`config.mk`:
```
export PLATFORM = sky130hd
export DESIGN_NAME = bus_master
export DESIGN_NICKNAME = d
export VERILOG_FILES = /design/src/rtl/bus_pkg.sv /design/src/rtl/lane_align.sv /design/src/rtl/bus_master.sv
export SDC_FILE = /design/constraint.sdc
export NUM_CORES = 1
export LEC_CHECK = 0
export CORE_UTILIZATION = 41
export DETAILED_ROUTE_END_ITERATION = 6
export PLACE_DENSITY = 0.77
export SYNTH_ARGS = -nofsm -noshare
export SYNTH_HDL_FRONTEND = slang
export SYNTH_SLANG_ARGS = --single-unit
```
`constraint.sdc`:
```
create_clock -name clk -period 3 [get_ports clk]
set_clock_uncertainty 0.2 [all_clocks]
set_input_delay 0.3 -clock clk [delete_from_list [all_inputs] [get_ports clk]]
set_output_delay 0.3 -clock clk [all_outputs]
set_load 0.01 [all_outputs]
```
`src/rtl/bus_pkg.sv`:
```
// Shared types and lane constants for the bus_master initiator and its byte-steering logic.
package bus_pkg;

  typedef enum logic [1:0] {
    SZ_BYTE = 2'd0,
    SZ_HALF = 2'd1,
    SZ_WORD = 2'd2,
    SZ_ILL  = 2'd3
  } size_e;

  typedef enum logic [1:0] {
    S_IDLE  = 2'd0,
    S_WRITE = 2'd1,
    S_READ  = 2'd2,
    S_DONE  = 2'd3
  } state_e;

  localparam int         NUM_LANES  = 4;
  localparam int         LANE_W     = 8;
  localparam logic [3:0] MASK_BYTE0 = 4'b1000;
  localparam logic [3:0] MASK_HALF0 = 4'b1100;
  localparam logic [3:0] MASK_HALF1 = 4'b0011;
  localparam logic [3:0] MASK_WORD  = 4'b1111;

  typedef struct packed {
    logic        write;
    logic [1:0]  size;
    logic        sign;
    logic [15:0] addr;
    logic [31:0] data;
    logic        err;
  } req_t;

  // Illegal size or an address not aligned to the access size.
  function automatic logic access_err(input logic [1:0] size, input logic [1:0] off);
    logic e;
    case (size_e'(size))
      SZ_BYTE: e = 1'b0;
      SZ_HALF: e = off[0];
      SZ_WORD: e = (off != 2'b00);
      default: e = 1'b1;
    endcase
    return e;
  endfunction

endpackage

```
`src/rtl/lane_align.sv`:
```
// Big-endian byte steering: store replication/mask and load lane extraction/extension.
module lane_align
  import bus_pkg::*;
(
  input  logic [1:0]  size_i,
  input  logic        sign_i,
  input  logic [1:0]  offset_i,
  input  logic [31:0] st_data_i,
  input  logic [31:0] ld_raw_i,
  output logic [31:0] wr_data_o,
  output logic [3:0]  wr_mask_o,
  output logic [31:0] ld_data_o
);

  // lane[k] is the byte at address offset k (offset 0 sits in the MSBs).
  logic [NUM_LANES-1:0][LANE_W-1:0] lane;
  logic [7:0]                       byte_sel;
  logic [15:0]                      half_sel;

  for (genvar k = 0; k < NUM_LANES; k++) begin : g_lane
    assign lane[k] = ld_raw_i[31-8*k -: 8];
  end

  assign byte_sel = lane[offset_i];
  assign half_sel = offset_i[1] ? {lane[2], lane[3]} : {lane[0], lane[1]};

  always_comb begin
    wr_data_o = st_data_i;
    wr_mask_o = MASK_WORD;
    case (size_e'(size_i))
      SZ_BYTE: begin
        wr_data_o = {4{st_data_i[7:0]}};
        wr_mask_o = MASK_BYTE0 >> offset_i;
      end
      SZ_HALF: begin
        wr_data_o = {2{st_data_i[15:0]}};
        wr_mask_o = offset_i[1] ? MASK_HALF1 : MASK_HALF0;
      end
      SZ_WORD: wr_mask_o = MASK_WORD;
      default: wr_mask_o = 4'b0000;
    endcase
  end

  always_comb begin
    ld_data_o = ld_raw_i;
    case (size_e'(size_i))
      SZ_BYTE: ld_data_o = {{24{sign_i & byte_sel[7]}}, byte_sel};
      SZ_HALF: ld_data_o = {{16{sign_i & half_sel[15]}}, half_sel};
      default: ld_data_o = ld_raw_i;
    endcase
  end

endmodule

```
`src/rtl/bus_master.sv`:
```
// CPU-to-memory bus initiator: one registered access at a time, fixed-latency reads.
module bus_master
  import bus_pkg::*;
#(
  parameter int READ_LATENCY = 1
) (
  input  logic        clk,
  input  logic        reset,
  input  logic        req_valid,
  output logic        req_ready,
  input  logic        req_write,
  input  logic [1:0]  req_size,
  input  logic        req_sign,
  input  logic [15:0] req_address,
  input  logic [31:0] req_data,
  output logic        rsp_valid,
  output logic [31:0] rsp_data,
  output logic        rsp_error,
  output logic [15:0] address,
  output logic [31:0] data_out,
  output logic [3:0]  write_mask,
  output logic        bus_enable,
  output logic        write_enable,
  input  logic [31:0] data_in
);

  localparam logic [2:0] CNT_LAST = 3'(READ_LATENCY - 1);

  state_e      state_q, state_d;
  req_t        req_q, req_d;
  logic [2:0]  cnt_q, cnt_d;
  logic [31:0] rdata_q, rdata_d;
  logic        accept, read_last;
  logic [31:0] wr_data, ld_data;
  logic [3:0]  wr_mask;

  assign accept    = (state_q == S_IDLE) && req_valid;
  assign read_last = (state_q == S_READ) && (cnt_q == CNT_LAST);

  always_ff @(posedge clk or posedge reset) begin
    if (reset) state_q <= S_IDLE;
    else       state_q <= state_d;
  end

  always_comb begin
    state_d = state_q;
    case (state_q)
      S_IDLE: begin
        if (req_valid) begin
          if (access_err(req_size, req_address[1:0])) state_d = S_DONE;
          else if (req_write)                         state_d = S_WRITE;
          else                                        state_d = S_READ;
        end
      end
      S_WRITE: state_d = S_DONE;
      S_READ:  if (cnt_q == CNT_LAST) state_d = S_DONE;
      S_DONE:  state_d = S_IDLE;
      default: state_d = S_IDLE;
    endcase
  end

  // Request fields are frozen at acceptance; the CPU may change req_* freely afterwards.
  always_comb begin
    req_d = req_q;
    if (accept) begin
      req_d.write = req_write;
      req_d.size  = req_size;
      req_d.sign  = req_sign;
      req_d.addr  = req_address;
      req_d.data  = req_data;
      req_d.err   = access_err(req_size, req_address[1:0]);
    end
    cnt_d   = ((state_q == S_READ) && !read_last) ? cnt_q + 3'd1 : 3'd0;
    rdata_d = read_last ? data_in : rdata_q;
  end

  always_ff @(posedge clk or posedge reset) begin
    if (reset) begin
      req_q   <= '0;
      cnt_q   <= 3'd0;
      rdata_q <= 32'd0;
    end else begin
      req_q   <= req_d;
      cnt_q   <= cnt_d;
      rdata_q <= rdata_d;
    end
  end

  lane_align u_align (
    .size_i    (req_q.size),
    .sign_i    (req_q.sign),
    .offset_i  (req_q.addr[1:0]),
    .st_data_i (req_q.data),
    .ld_raw_i  (rdata_q),
    .wr_data_o (wr_data),
    .wr_mask_o (wr_mask),
    .ld_data_o (ld_data)
  );

  // All outputs decode from state, so an async reset clears them in the same cycle.
  always_comb begin
    req_ready    = 1'b0;
    rsp_valid    = 1'b0;
    rsp_data     = 32'd0;
    rsp_error    = 1'b0;
    address      = 16'd0;
    data_out     = 32'd0;
    write_mask   = 4'd0;
    bus_enable   = 1'b0;
    write_enable = 1'b0;
    case (state_q)
      S_IDLE: req_ready = 1'b1;
      S_WRITE: begin
        address      = {req_q.addr[15:2], 2'b00};
        bus_enable   = 1'b1;
        write_enable = 1'b1;
        write_mask   = wr_mask;
        data_out     = wr_data;
      end
      S_READ: begin
        address    = {req_q.addr[15:2], 2'b00};
        bus_enable = 1'b1;
      end
      S_DONE: begin
        rsp_valid = 1'b1;
        rsp_error = req_q.err;
        rsp_data  = (req_q.err || req_q.write) ? 32'd0 : ld_data;
      end
      default: req_ready = 1'b0;
    endcase
  end

endmodule

```
# After elaboration in Yosys (flattened, before gate mapping)
# Cells that the tools add are included.
# Widths: inputs -> output; s select.
[classes]
n_addsub = 1
magnitude_cmp = 1
n_eq_ne = 9
shifts = 1
n_mux = 26
bitwise = 2
reduce_logical = 12
[op_table]
columns = ["op", "n"]
rows = [
  ["$pmux 32 s2", 2],
  ["$mux 32", 3],
  ["$mux 16", 2],
  ["$bmux 8 s2", 1],
  ["$pmux 4 s3", 1],
  ["$eq 2x2->1 const B", 4],
  ["$mux 2", 4],
  ["$mux 4", 2],
  ["$mux 8", 1],
  ["$pmux 2 s4", 1],
  ["$mux 1", 7],
  ["$eq 2x1->1 const B", 3],
  ["$logic_not 2->1", 3],
  ["$ne 2x2->1 const B", 2],
  ["$shr 4x2->4 const A", 1],
  ["$add 3x1->3 const B", 1],
  ["$logic_and 1x1->1", 3],
  ["$logic_not 3->1", 1],
  ["$lt 2x3->1 const B", 1],
  ["$mux 3", 1],
  ["$pmux 1 s3", 1],
  ["$and 1x1->1", 2],
  ["$reduce_and 2->1", 1],
  ["$reduce_bool 2->1", 1],
  ["3 further kinds", 3],
]
[word_totals]
reg_bits = 90
in_bits = 87
out_inout_bits = 89
wordCells = 61

# Longest topological paths before layout
# Gate-level depths: netlist (run 1).
[logic_depth]
depth_word = 7
mapped_depth = 6
depth_no_buf = 5

# Hierarchy
# From an unflattened synthesis (run 1), not the netlist that was laid out.
[hier_totals]
cells_unflattened = 479
hier_area_um2 = 5373.9
[modules_own_cells]
columns = ["module", "n_inst", "cells_each", "area_each_um2", "seq_area_each_um2"]
rows = [
  ["bus_master", 1, 310, 4221.5, 2252.2],
  ["lane_align", 1, 169, 1152.4, 0.0],
]

# Worst setup path after synthesis (run 1)
# OpenSTA, ideal clock, no wires.
[synth_path]
kind = "reg-to-output"
startpoint = "register state_q[0]"
endpoint = "output port rsp_data[0]"
t_arrival_ps = 1593
required_ps = 2500
path_slack_ps = 907
stages_incl_launch_ff = 6
n_path_buf = 1
path_cell_list = "dfrtp_1 > ha_1 > nor3b_2 > buf_4 > o21ai_1 > o221ai_1"
[synth_via]
elab_chain_cells = 2
[synth_lines]
columns = ["item", "line", "source"]
rows = [
  ["start: declaration", "bus_master.sv:29", "state_e state_q, state_d;"],
  ["start signal: assignment", "bus_master.sv:42", "else state_q <= state_d;"],
  ["$eq 2x2->1", "bus_master.sv:111", "case (state_q)"],
  ["$mux 32", "bus_master.sv:111", ""],
  ["end: declaration", "bus_master.sv:17", "output logic [31:0] rsp_data,"],
]
# Every way passes these cells.

# Final worst setup path (run 1)
[layout_path]
startpoint = "register state_q[1]"
endpoint = "output port rsp_data[1]"
# Same word-level chain as after synthesis.

==> key figures, run 1 <==
Drt
  – Remaining antenna violation count: 0
  – Detailed-route wire length: 13,700 µm
  – Vias per Instance: 5.31
  – DR vias: 4,042
  – DRC violations left: 0
  – Average wire per standard cell: 18.0 µm
  – DR pass1 iterations: 4
  – Number of design-rule violations left by the first detailed-router iteration: 235

Global routing
  – Initial antenna violation count: 0
  – Overall Global Routing Usage: 0.229
  – Total overflow reported by the global router: 0
  – Number of global-route vias before repair: 4,286
  – Largest net degree at the start of global routing: 46
  – First-pass GRT wire length: 22,400 µm

Power
  – Static leakage power: 3.20 nW
  – Register share of total power: 0.324
  – Power Internal: 4.64 mW
  – Total power after layout: 7.54 mW
  – Switching power summed over all nets: 2.90 mW
  – Fraction of power consumed by the clock network: 0.154
  – Switching part of the total power: 0.385
  – Maximum vdd drop: 0.000578 V
  – Total power divided by cell area: 1040 nW/µm²
  – Combinational cell fraction of total power: 0.523

Timing
  – Tcrit/Tclk final: 0.975
  – Tightest Pin Transition: 569 ps
  – Max-slew violation total from the final report: 0
  – Total of endpoints with negative setup slack in the final report: 0
  – Minimum clock period after layout: 2920 ps
  – RSZ-0062 raised after global routing: yes
  – Worst slew margin relative to its limit: 0.619
  – Final Hold Vio Count: 0
  – Setup TNS Final: 0 ps
  – Worst-case setup margin in the final layout: 76.1 ps
  – Fmax achieved: 342 MHz

Clocking
  – Clock root buffer: sky130_fd_sc_hd__clkbuf_16
  – Maximum level of the CTS H-tree: 3
  – Number of clock buffers inserted by TritonCTS: 9
  – Clock sink count: 90
  – Clock network latency to the later pin of the worst-skew pair: 340 ps
  – Clock transition time at the flip-flop clock pins of the worst setup and hold paths: 60 ps
  – CTS tree: done
  – Clk buf depth: 2

Floorplan
  – Total core area: 11,700 µm²
  – Floorplan row count: 39
  – I/O pins: 176
  – Overall die width: 112 µm
  – Initial Util: 0.429
  – Die ar.: 12,600 µm²
  – Die extent in y: 112 µm

Setup path
  – Crit start category: register
  – Crit-path slowest cell: sky130_fd_sc_hd__clkdlybuf4s50_1
  – CP Buf/Inv Count: 2
  – Max FO, Critical Path: 12
  – CP required: 2500 ps
  – Family with the most delay on the worst path: buffers and inverters
  – Worst Setup Path Type: register to output port
  – Critical path capture point type: output port
  – Slowest cell delay on critical path: 580 ps
  – Worst path cell trace: ha_2, nor3b_2, buf_6, nand3_2, o221ai_1, clkdlybuf4s50_1
  – Endpoint arrival time on the critical path: 2420 ps

Synthesis
  – Mean Syn Cell Area: 11.2 µm²
  – Netlist Area Pre-Place: 5000 µm²
  – Number of flip-flops and latches in the synthesized netlist: 90
  – Fraction of registers with async set/reset: 1.00
  – Number of enable-type register cells in the synthesized netlist: 0
  – Syn. warnings: 0
  – Sequential cell area fraction in the yosys report: 0.451
  – Cell variety after synth: 48
  – Cell count after synthesis: 448
  – Most used DFF post-synth: sky130_fd_sc_hd__dfrtp_1

Run status
  – Outcome: complete, no violations

Flow run
  – Number of violations of the max-capacitance limit: 0

Cells and area
  – Antenna cell count: 0
  – Post-route cell area: 7240 µm²
  – Total number of nets in the final design: 707
  – Share of the core filled with cells in the final layout: 0.621
  – P&R area growth vs syn: 44.9%
  – Proportion of layout cells with a drive suffix above 1: 0.0987

Place
  – Hpwl dp: 9990 µm
  – Placed inst area: 6840 µm²
  – Placer congestion estimate: 0.867
  – Post-placement setup slack: 209 ps
  – Number of I/O port buffers: 173

Worst hold path
  – Worst min-delay path class: primary input to async pin
==> synthesized netlist by cell type, types with 3 or more instances <==
master | n | area, µm²
sky130_fd_sc_hd__mux2_1 | 83 | 935
sky130_fd_sc_hd__a22o_1 | 3 | 26.3
sky130_fd_sc_hd__nand3_2 | 12 | 120
sky130_fd_sc_hd__a21oi_1 | 13 | 65.1
sky130_fd_sc_hd__buf_2 | 15 | 75.1
sky130_fd_sc_hd__a21boi_1 | 8 | 60.1
sky130_fd_sc_hd__nand3_1 | 13 | 65.1
sky130_fd_sc_hd__buf_4 | 4 | 30.0
sky130_fd_sc_hd__ha_1 | 7 | 87.6
sky130_fd_sc_hd__o211a_1 | 8 | 80.1
sky130_fd_sc_hd__o221ai_1 | 7 | 61.3
sky130_fd_sc_hd__nand2_1 | 46 | 173
sky130_fd_sc_hd__a22oi_1 | 7 | 52.6
sky130_fd_sc_hd__and2_1 | 23 | 144
sky130_fd_sc_hd__mux2i_1 | 17 | 170
sky130_fd_sc_hd__dfrtp_1 | 90 | 2250
sky130_fd_sc_hd__nor2b_1 | 12 | 75.1
sky130_fd_sc_hd__inv_1 | 16 | 60.1
sky130_fd_sc_hd__nor2_1 | 9 | 33.8
sky130_fd_sc_hd__a31oi_1 | 7 | 43.8
sky130_fd_sc_hd__clkbuf_1 | 10 | 37.5
sky130_fd_sc_hd__nor3b_1 | 7 | 52.6
==> kinds of logic (layout without fill, tap and decap cells) <==
logic type	Yosys count	count (layout)	synth area share
and+or+nand+nor	137	137	0.163
muxes	102	102	0.229
other	1	2	0.000750
AOI/OAI and AO/OA	63	63	0.0931
DFF	90	90	0.451
adders and majority gates	7	7	0.0175
buffers and inverters	48	217	0.0466
==> worst register-to-register path, stage by stage (launching register included) <==
cell,delay [ps]
sky130_fd_sc_hd__dfrtp_1,390
sky130_fd_sc_hd__inv_1,100
sky130_fd_sc_hd__ha_1,260
sky130_fd_sc_hd__nand2_2,450
sky130_fd_sc_hd__buf_12,290
sky130_fd_sc_hd__mux2_1,370
==> path summary, 6_finish.rpt <==
kind | startpoint | endpoint | slack (ps) | cells after the start
worst min-delay path | reset | req_q[6] | 70 | 2
worst min register to register | req_q[43] | req_q[43] | 290 | 1
worst max-delay path | state_q[1] | rsp_data[1] | 80 | 6
max in group asynchronous | reset | rdata_q[14] | 1880 | 3
min in group clk | req_q[43] | req_q[43] | 290 | 1
worst max register to register | state_q[0] | req_q[28] | 830 | 5
==> power groups by stage <==
stage,Combinational (mW),Sequential [mW],Clock [mW]
2_1_floorplan,2.45,2.14,0
3_3_place_gp,3.82,2.41,0
3_5_place_dp,3.91,2.45,0
4_1_cts,3.96,2.43,1.19
5_1_grt,4.29,2.53,1.24
6_report,3.94,2.44,1.16
==> layout by cell type (no fill, tap or decap), types with 3 or more instances in the layout <==
master,n
sky130_fd_sc_hd__a21boi_1,8
sky130_fd_sc_hd__a21oi_1,13
sky130_fd_sc_hd__a22o_1,3
sky130_fd_sc_hd__a22oi_1,7
sky130_fd_sc_hd__a31oi_1,7
sky130_fd_sc_hd__and2_1,23
sky130_fd_sc_hd__buf_12,4
sky130_fd_sc_hd__buf_4,6
sky130_fd_sc_hd__clkbuf_16,9
sky130_fd_sc_hd__clkdlybuf4s50_1,172
sky130_fd_sc_hd__dfrtp_1,87
sky130_fd_sc_hd__dfrtp_2,3
sky130_fd_sc_hd__ha_1,6
sky130_fd_sc_hd__inv_1,15
sky130_fd_sc_hd__mux2_1,83
sky130_fd_sc_hd__mux2i_1,17
sky130_fd_sc_hd__nand2_1,45
sky130_fd_sc_hd__nand3_1,13
sky130_fd_sc_hd__nand3_2,12
sky130_fd_sc_hd__nor2_1,9
sky130_fd_sc_hd__nor2b_1,12
sky130_fd_sc_hd__nor3b_1,7
sky130_fd_sc_hd__o211a_1,8
sky130_fd_sc_hd__o221ai_1,4
sky130_fd_sc_hd__o221ai_2,3
==> flip-flops by register name, summed over array words and instances, names as in the netlist <==
name / cells
req_q: 53
cnt_q: 3
rdata_q: 32
state_q: 2
==> metrics by stage <==
| stage | instances | hold slack, ps |
|---|---|---|
| CTS | 759 | 79.0 |
| global route | 761 | 109 |
| floorplan | 449 | 232 |
| finish | 761 | 73.5 |
| detailed placement | 743 | 277 |
| global placement | 743 | 268 |
==> timing repair <==
action                                 4_1_cts  5_1_grt
setup buffers                                0        2
pin swaps                                    0        3
resized for setup                            4       11
endpoints found under the hold margin        0        0
setup endpoints to repair                   17       31
hold buffers                                 0        0
==> area by class of cell <==
type	instances	area, µm²
fillers	974	4420
repair buffers	184	1870
multi-input cells	311	2560
well taps	143	179
flip-flops and latches	90	2260
clock buffers	12	256
inverters	17	67.6
clock inverters	4	50.0
==> routing by layer <==
| metal | track usage | wire, µm | part of all wire | vias up |
|---|---|---|---|---|
| li1 | - | - | - | 1906 |
| met1 | 0.272 | 5570 | 0.41 | 1941 |
| met2 | 0.390 | 6710 | 0.49 | 175 |
| met3 | 0.0740 | 1140 | 0.083 | 20 |
| met4 | 0.0853 | 254 | 0.019 | 0 |
| met5 | 0 | 0 | 0 | - |
No activity file was read; power rests on OpenSTA's default activity.
==> run 2, diff against run 1 <==
--- a/config.mk
+++ b/config.mk
@@ -5,9 +5,9 @@
 export SDC_FILE = /design/constraint.sdc
 export NUM_CORES = 1
 export LEC_CHECK = 0
-export CORE_UTILIZATION = 41
+export CORE_UTILIZATION = 46
 export DETAILED_ROUTE_END_ITERATION = 6
-export PLACE_DENSITY = 0.77
+export PLACE_DENSITY = 0.82
 export SYNTH_ARGS = -nofsm -noshare
 export SYNTH_HDL_FRONTEND = slang
 export SYNTH_SLANG_ARGS = --single-unit
==> constraint.sdc (replaced) <==
create_clock -name clk -period 2.71 [get_ports clk]
set_clock_uncertainty 0.2 [all_clocks]
set_input_delay 0.271 -clock clk [delete_from_list [all_inputs] [get_ports clk]]
set_output_delay 0.271 -clock clk [all_outputs]
set_load 0.01 [all_outputs]
==> run 2 against run 1 <==
Compared with the run above: utilization up 8.4 points; critical path type unchanged; non-clock buffer count is 20 higher; die area down 11%; clock-buffer cell count increased by 2; power grew 7.5%; cell area rose by 1.4%; first-iteration DRC count decreased by 27%; combinational power grew 17%; cell count is 1.7% higher; critical endpoint is now rsp_data[9]; clock power down 24%; worst hold slack better by 220 ps; largest power group unchanged; sequential share of layout area is 0.40 points lower.
==> key figures, run 2 (same netlist as run 1, synthesis figures left out) <==
Run status
  – Outcome: complete, no violations

Place
  – Hpwl dp: 9940 µm (-0.50%)
  – Placed cell count: 742 (-0.13%)
  – Placer congestion estimate: 0.880 (+1.5%)
  – Placed inst area: 6880 µm² (+0.57%)
  – Number of I/O port buffers: 173 (unchanged)
  – Post-placement setup slack: 150 ps (-59.0 ps)

Setup path
  – R2r worst-path depth: 6 (+1)
  – Crit start category: register
  – Reg-to-reg endpoint: req_q[19]
  – Slowest cell delay on critical path: 570 ps (about the same)
  – Worst Setup Path Type: register to output port
  – Crit-path slowest cell: sky130_fd_sc_hd__clkdlybuf4s50_1
  – CP required: 2240 ps (-260 ps)
  – Max FO, Critical Path: 9 (-3)
  – Critical path capture point type: output port
  – R2R Setup Slk: 580 ps (-250 ps)
  – Worst path cell trace: nor3b_4, a22oi_1, a21oi_1, clkdlybuf4s50_1
  – Reg2reg start: state_q[0]
  – Endpoint arrival time on the critical path: 2170 ps (-250 ps)

Drt
  – Remaining antenna violation count: 0 (unchanged)
  – DR vias: 4,168 (+3.1%)
  – Detailed-route wire length: 13,700 µm (+0.34%)
  – Average wire per standard cell: 17.7 µm (-1.3%)
  – DR pass1 iterations: 4 (unchanged)
  – Number of design-rule violations left by the first detailed-router iteration: 171 (-27%)
  – Vias per Instance: 5.39 (+1.4%)
  – DRC violations left: 0 (unchanged)

Timing
  – Final Hold Vio Count: 0 (unchanged)
  – Tcrit/Tclk final: 0.973
  – RSZ-0062 raised after global routing: yes
  – Fmax achieved: 379 MHz
  – Setup TNS Final: 0 ps (unchanged)
  – Total of endpoints with negative setup slack in the final report: 0 (unchanged)
  – Worst-case setup margin in the final layout: 73.9 ps (-2.16 ps)
  – Max-slew violation total from the final report: 0 (unchanged)
  – Minimum clock period after layout: 2640 ps
  – Worst slack on hold paths: 290 ps (+217 ps)

Cells and area
  – Share of the core filled with cells in the final layout: 0.705 (+0.0838)
  – Largest registers: req_q x53, rdata_q x32, cnt_q x3
  – Register bank with the most flops: req_q
  – Proportion of layout cells with a drive suffix above 1: 0.124 (+0.0251)
  – Final non-filler cell total: 774 (+1.7%)
  – Number of flip-flops under the largest register name: 53 (unchanged)
  – Total number of nets in the final design: 727 (+2.8%)
  – P&R area growth vs syn: 46.9%
  – Highest-count cells in the layout ignoring fill and taps: 136 x sky130_fd_sc_hd__clkdlybuf4s50_1, 86 x sky130_fd_sc_hd__dfrtp_1, 83 x sky130_fd_sc_hd__mux2_1
  – Post-route cell area: 7340 µm² (+1.4%)
  – Antenna cell count: 0 (unchanged)
  – Most common cell after layout, fill and taps aside: sky130_fd_sc_hd__clkdlybuf4s50_1

Clocking
  – Number of clock buffers inserted by TritonCTS: 9 (unchanged)
  – Maximum level of the CTS H-tree: 3 (unchanged)
  – Clock root buffer: sky130_fd_sc_hd__clkbuf_8
  – Clock transition time at the flip-flop clock pins of the worst setup and hold paths: 80 ps (+20 ps)
  – Clock sink count: 90 (unchanged)
  – Clock network latency to the later pin of the worst-skew pair: 360 ps (+20 ps)
  – Clk buf depth: 2 (unchanged)
  – CTS tree: done

Worst hold path
  – Worst Hold Endpoint: req_q[39]
  – Worst min-delay path class: register to register
  – Number of instances on the worst hold path: 1
  – Hold path startpoint: req_q[39]

Power
  – Static leakage power: 3.72 nW (+16%)
  – Combinational cell fraction of total power: 0.567 (+0.044)
  – Switching power summed over all nets: 3.17 mW (+9.4%)
  – Register share of total power: 0.324 (about the same)
  – Maximum vdd drop: 0.000663 V (+15%)
  – Fraction of power consumed by the clock network: 0.108 (-0.046)
  – Switching part of the total power: 0.391 (+0.00669)
  – Total power divided by cell area: 1100 nW/µm² (+6.0%)
  – Total power after layout: 8.11 mW (+7.5%)
  – Power Internal: 4.93 mW (+6.3%)

Global routing
  – Number of global-route vias before repair: 4,358 (+1.7%)
  – Overall Global Routing Usage: 0.248 (+0.0188)
  – Initial antenna violation count: 0 (unchanged)
  – Largest net degree at the start of global routing: 46 (unchanged)
  – First-pass GRT wire length: 21,800 µm (-2.8%)
  – Total overflow reported by the global router: 0 (unchanged)

Floorplan
  – Total core area: 10,400 µm² (-11%)
  – Die ar.: 11,300 µm² (-11%)
  – Die extent in y: 106 µm (-5.5%)
  – Initial Util: 0.480 (+0.0513)
  – Overall die width: 106 µm (-5.5%)
  – I/O pins: 176 (unchanged)
  – Floorplan row count: 37 (-5.1%)

Flow run
  – Number of violations of the max-capacitance limit: 0 (unchanged)
run 2: power groups by stage:
stage	registers, mW	logic, mW	clock network, mW
after floorplan	2.37	2.72	0
after global placement	2.63	4.27	0
after detailed placement	2.68	4.35	0
after CTS	2.61	4.51	0.901
after global routing	2.71	4.99	0.952
final	2.63	4.60	0.878
run 2: how the worst max path moves through the flow:
stage | startpoint | to | slack [ps] | depth (start not counted)
floorplan | state_q[0] | rsp_data[0] | 650 | 5
global placement | state_q[0] | rsp_data[3] | 200 | 6
detailed placement | req_q[33] | rsp_data[30] | 150 | 4
CTS | req_q[51] | rsp_data[19] | 0.7 | 6
global route | state_q[1] | address[6] | -40 | 5
finish | req_q[34] | rsp_data[9] | 70 | 4
run 2: metal layers:
layer	global-route usage	vias to the layer above	wire length [µm]
li1	-	1947	-
met1	0.295	2048	5550
met2	0.426	152	6850
met3	0.0656	21	1070
met4	0.0992	0	260
met5	0	-	0
run 2: final cells by class:
| cell class | count | area (µm²) |
|---|---|---|
| fill | 764 | 3080 |
| multi-input combinational | 311 | 2570 |
| sequential | 90 | 2260 |
| timing repair buffer | 204 | 2090 |
| tap | 136 | 170 |
| clock buffer | 14 | 143 |
| inverter | 17 | 67.6 |
| clock inverter | 2 | 37.5 |
run 2: critical path: cells and delay by family, from the launching register on:
family | cells | cell delay, ps
AO/OA/AOI/OAI | 2 | 360
buffers and inverters | 1 | 570
flip-flops | 1 | 500
AND/OR/NAND/NOR | 1 | 370
run 2: timing repair:
item,in CTS,in global routing
setup buffers,9,6
gates resized for setup,19,42
pin swaps,0,0
setup endpoints to repair,48,68
hold buffers,1,0
endpoints found under the hold margin,4,0
==> run 3, diff against run 2 <==
--- a/config.mk
+++ b/config.mk
@@ -5,6 +5,7 @@
 export SDC_FILE = /design/constraint.sdc
 export NUM_CORES = 1
 export LEC_CHECK = 0
+export CORE_ASPECT_RATIO = 0.5
 export CORE_UTILIZATION = 46
 export DETAILED_ROUTE_END_ITERATION = 6
 export PLACE_DENSITY = 0.82
==> run 3 against run 2 <==
Compared with the run above: cell area fell by 0.10%; power is 3.5% higher; sequential share of layout area about the same; die area grew 0.23%; utilization is 0.19 points higher; global-route usage is 1.2 points lower; combinational power decreased by 2%; wire length shrank 4.0%; first-iteration DRC count up 28%; critical path depth increased by 1; critical path type unchanged.
==> key figures, run 3 (same netlist as run 1, synthesis figures left out) <==
Clocking
  – CTS tree: done
  – Hold bufs inserted after CTS: 0 (-1)
  – Clock sink count: 90 (unchanged)
  – Clock root buffer: sky130_fd_sc_hd__clkbuf_16
  – Number of clock buffers inserted by TritonCTS: 9 (unchanged)
  – Clock transition time at the flip-flop clock pins of the worst setup and hold paths: 60 ps (-20 ps)
  – Clock network latency to the later pin of the worst-skew pair: 330 ps (-30 ps)
  – Clk buf depth: 2 (unchanged)
  – Maximum level of the CTS H-tree: 3 (unchanged)

Setup path
  – Critical path capture point type: output port
  – Setup crit start: rdata_q[23]
  – R2r worst-path depth: 5 (-1)
  – R2R Setup Slk: 730 ps (+150 ps)
  – Max FO, Critical Path: 16 (+7)
  – Worst Setup Path Type: register to output port
  – Crit path to: rsp_data[31]
  – Reg-to-reg endpoint: rdata_q[27]
  – Crit start category: register
  – Reg2reg start: state_q[1]
  – Endpoint arrival time on the critical path: 2180 ps (about the same)
  – CP required: 2240 ps (about the same)

Run status
  – Outcome: complete, no violations

Floorplan
  – Total core area: 10,400 µm² (-0.37%)
  – Floorplan row count: 26 (-30%)
  – I/O pins: 176 (unchanged)
  – Initial Util: 0.482 (+0.00179)
  – Die ar.: 11,300 µm² (+0.23%)
  – Overall die width: 149 µm (+41%)
  – Die extent in y: 75.7 µm (-29%)

Global routing
  – Number of global-route vias before repair: 4,014 (-7.9%)
  – Total overflow reported by the global router: 0 (unchanged)
  – Overall Global Routing Usage: 0.237 (-0.0117)
  – First-pass GRT wire length: 20,500 µm (-6.2%)
  – Largest net degree at the start of global routing: 91 (+98%)
  – Initial antenna violation count: 0 (unchanged)

Timing
  – Worst slew margin relative to its limit: 0.664
  – Tcrit/Tclk final: 0.978 (+0.00484)
  – Max-slew violation total from the final report: 0 (unchanged)
  – Final Hold Vio Count: 0 (unchanged)
  – Fmax achieved: 377 MHz (-0.50%)
  – Worst slack on hold paths: 204 ps (-85.9 ps)
  – Total of endpoints with negative setup slack in the final report: 0 (unchanged)
  – Minimum clock period after layout: 2650 ps (+13.1 ps)
  – Tightest Pin Transition: 504 ps

Power
  – Register share of total power: 0.315 (-0.009)
  – Maximum vdd drop: 0.000578 V (-13%)
  – Fraction of power consumed by the clock network: 0.147 (+0.039)
  – Static leakage power: 3.37 nW (-9.6%)
  – Switching part of the total power: 0.379 (-0.0122)
  – Switching power summed over all nets: 3.18 mW (+0.26%)
  – Power Internal: 5.21 mW (+5.5%)
  – Combinational cell fraction of total power: 0.539 (-0.028)
  – Total power divided by cell area: 1140 nW/µm² (+3.6%)

Drt
  – Average wire per standard cell: 17.0 µm (-4.0%)
  – DR vias: 4,111 (-1.4%)
  – Remaining antenna violation count: 0 (unchanged)
  – Detailed-route wire length: 13,200 µm (-4.0%)
  – Vias per Instance: 5.31 (-1.4%)
  – DRC violations left: 0 (unchanged)
  – Number of design-rule violations left by the first detailed-router iteration: 219 (+28%)
  – DR pass1 iterations: 4 (unchanged)

Cells and area
  – P&R area growth vs syn: 46.7%
  – Most common cell after layout, fill and taps aside: sky130_fd_sc_hd__clkdlybuf4s50_1
  – Proportion of layout cells with a drive suffix above 1: 0.121 (-0.00237)
  – Antenna cell count: 0 (unchanged)
  – Register bank with the most flops: req_q
  – Highest-count cells in the layout ignoring fill and taps: 161 x sky130_fd_sc_hd__clkdlybuf4s50_1, 87 x sky130_fd_sc_hd__dfrtp_1, 83 x sky130_fd_sc_hd__mux2_1
  – Post-route cell area: 7330 µm² (-0.10%)
  – Number of fillers in the final layout: 776 (+1.6%)
  – Largest registers: req_q x53, rdata_q x32, cnt_q x3
  – Number of flip-flops under the largest register name: 53 (unchanged)
  – Total number of nets in the final design: 724 (-0.41%)

Place
  – Hpwl dp: 9460 µm (-4.9%)
  – Number of I/O port buffers: 173 (unchanged)
  – Placed inst area: 6920 µm² (+0.65%)
  – Placer congestion estimate: 0.816 (-7.3%)

Worst hold path
  – Worst min-delay path class: primary input to async pin

Flow run
  – Number of violations of the max-capacitance limit: 0 (unchanged)
==> run 3: changes by cell type in the layout (fill, tap and decap cells not counted), moves of 3 or more <==
| cell | previous run | this run |
|---|---|---|
| sky130_fd_sc_hd__buf_4 | 22 | 25 |
| sky130_fd_sc_hd__buf_6 | 4 | 0 |
| sky130_fd_sc_hd__clkbuf_1 | 5 | 0 |
| sky130_fd_sc_hd__clkbuf_16 | 0 | 9 |
| sky130_fd_sc_hd__clkbuf_8 | 9 | 1 |
| sky130_fd_sc_hd__clkdlybuf4s50_1 | 136 | 161 |
| sky130_fd_sc_hd__dlymetal6s2s_1 | 28 | 5 |
| sky130_fd_sc_hd__ha_1 | 4 | 7 |
==> run 3: critical path: stages (launching register included) <==
cell and delay, ps:
sky130_fd_sc_hd__dfrtp_1 430, sky130_fd_sc_hd__mux4_2 540, sky130_fd_sc_hd__nand4b_4 140, sky130_fd_sc_hd__buf_12 160, sky130_fd_sc_hd__nand3_1 90, sky130_fd_sc_hd__clkdlybuf4s50_1 480
==> run 3: worst min-delay path by stage <==
stage,startpoint,to,slack [ps],cells past startpoint
detailed placement,req_q[45],req_q[45],270,1
finish,reset,req_q[41],200,3
global placement,req_q[41],req_q[41],270,1
floorplan,data_in[30],rdata_q[30],200,1
global route,reset,req_q[43],260,3
CTS,reset,req_q[41],250,3
==> run 3: routing by layer <==
metal  vias up  track usage  wire (µm)
met5         -            0          0
met4         0       0.0703        178
met3        20       0.0563        809
met2       133        0.396       6460
met1      2021        0.311       5730
li1       1937            -          -
==> run 3: power groups by stage <==
| stage | sequential, mW | clock (mW) | combinational [mW] |
|---|---|---|---|
| floorplan | 2.37 | 0 | 2.72 |
| global placement | 2.60 | 0 | 4.37 |
| detailed placement | 2.64 | 0 | 4.44 |
| CTS | 2.63 | 1.26 | 4.51 |
| global route | 2.72 | 1.32 | 4.89 |
| finish | 2.64 | 1.23 | 4.52 |
==> run 3: cell type report <==
class | instances | area (µm²) | share of cell area
tap | 140 | 175 | 0.0239
multi-input combinational | 311 | 2560 | 0.349
clock buffer | 10 | 239 | 0.0326
clock inverter | 5 | 55.1 | 0.00751
sequential | 90 | 2260 | 0.308
timing repair buffer | 201 | 1980 | 0.270
inverter | 17 | 67.6 | 0.00921
==> run 3: stage by stage <==
stage          TNS [ps]  cells  setup slack [ps]   util  power [mW]
5_1_grt            -128    774             -26.9  0.707        8.94
2_1_floorplan         0    449               646      -        5.09
4_1_cts               0    771              31.6  0.703        8.40
6_report              0    774              60.8  0.707        8.39
3_3_place_gp          0    753              39.9  0.667        6.97
3_5_place_dp       -220    753             -53.4  0.667        7.08
==> run 3: what timing repair did <==
item	CTS	global route
pin swaps	1	1
setup endpoints to repair	30	29
setup buffers	3	3
resized for setup	16	6
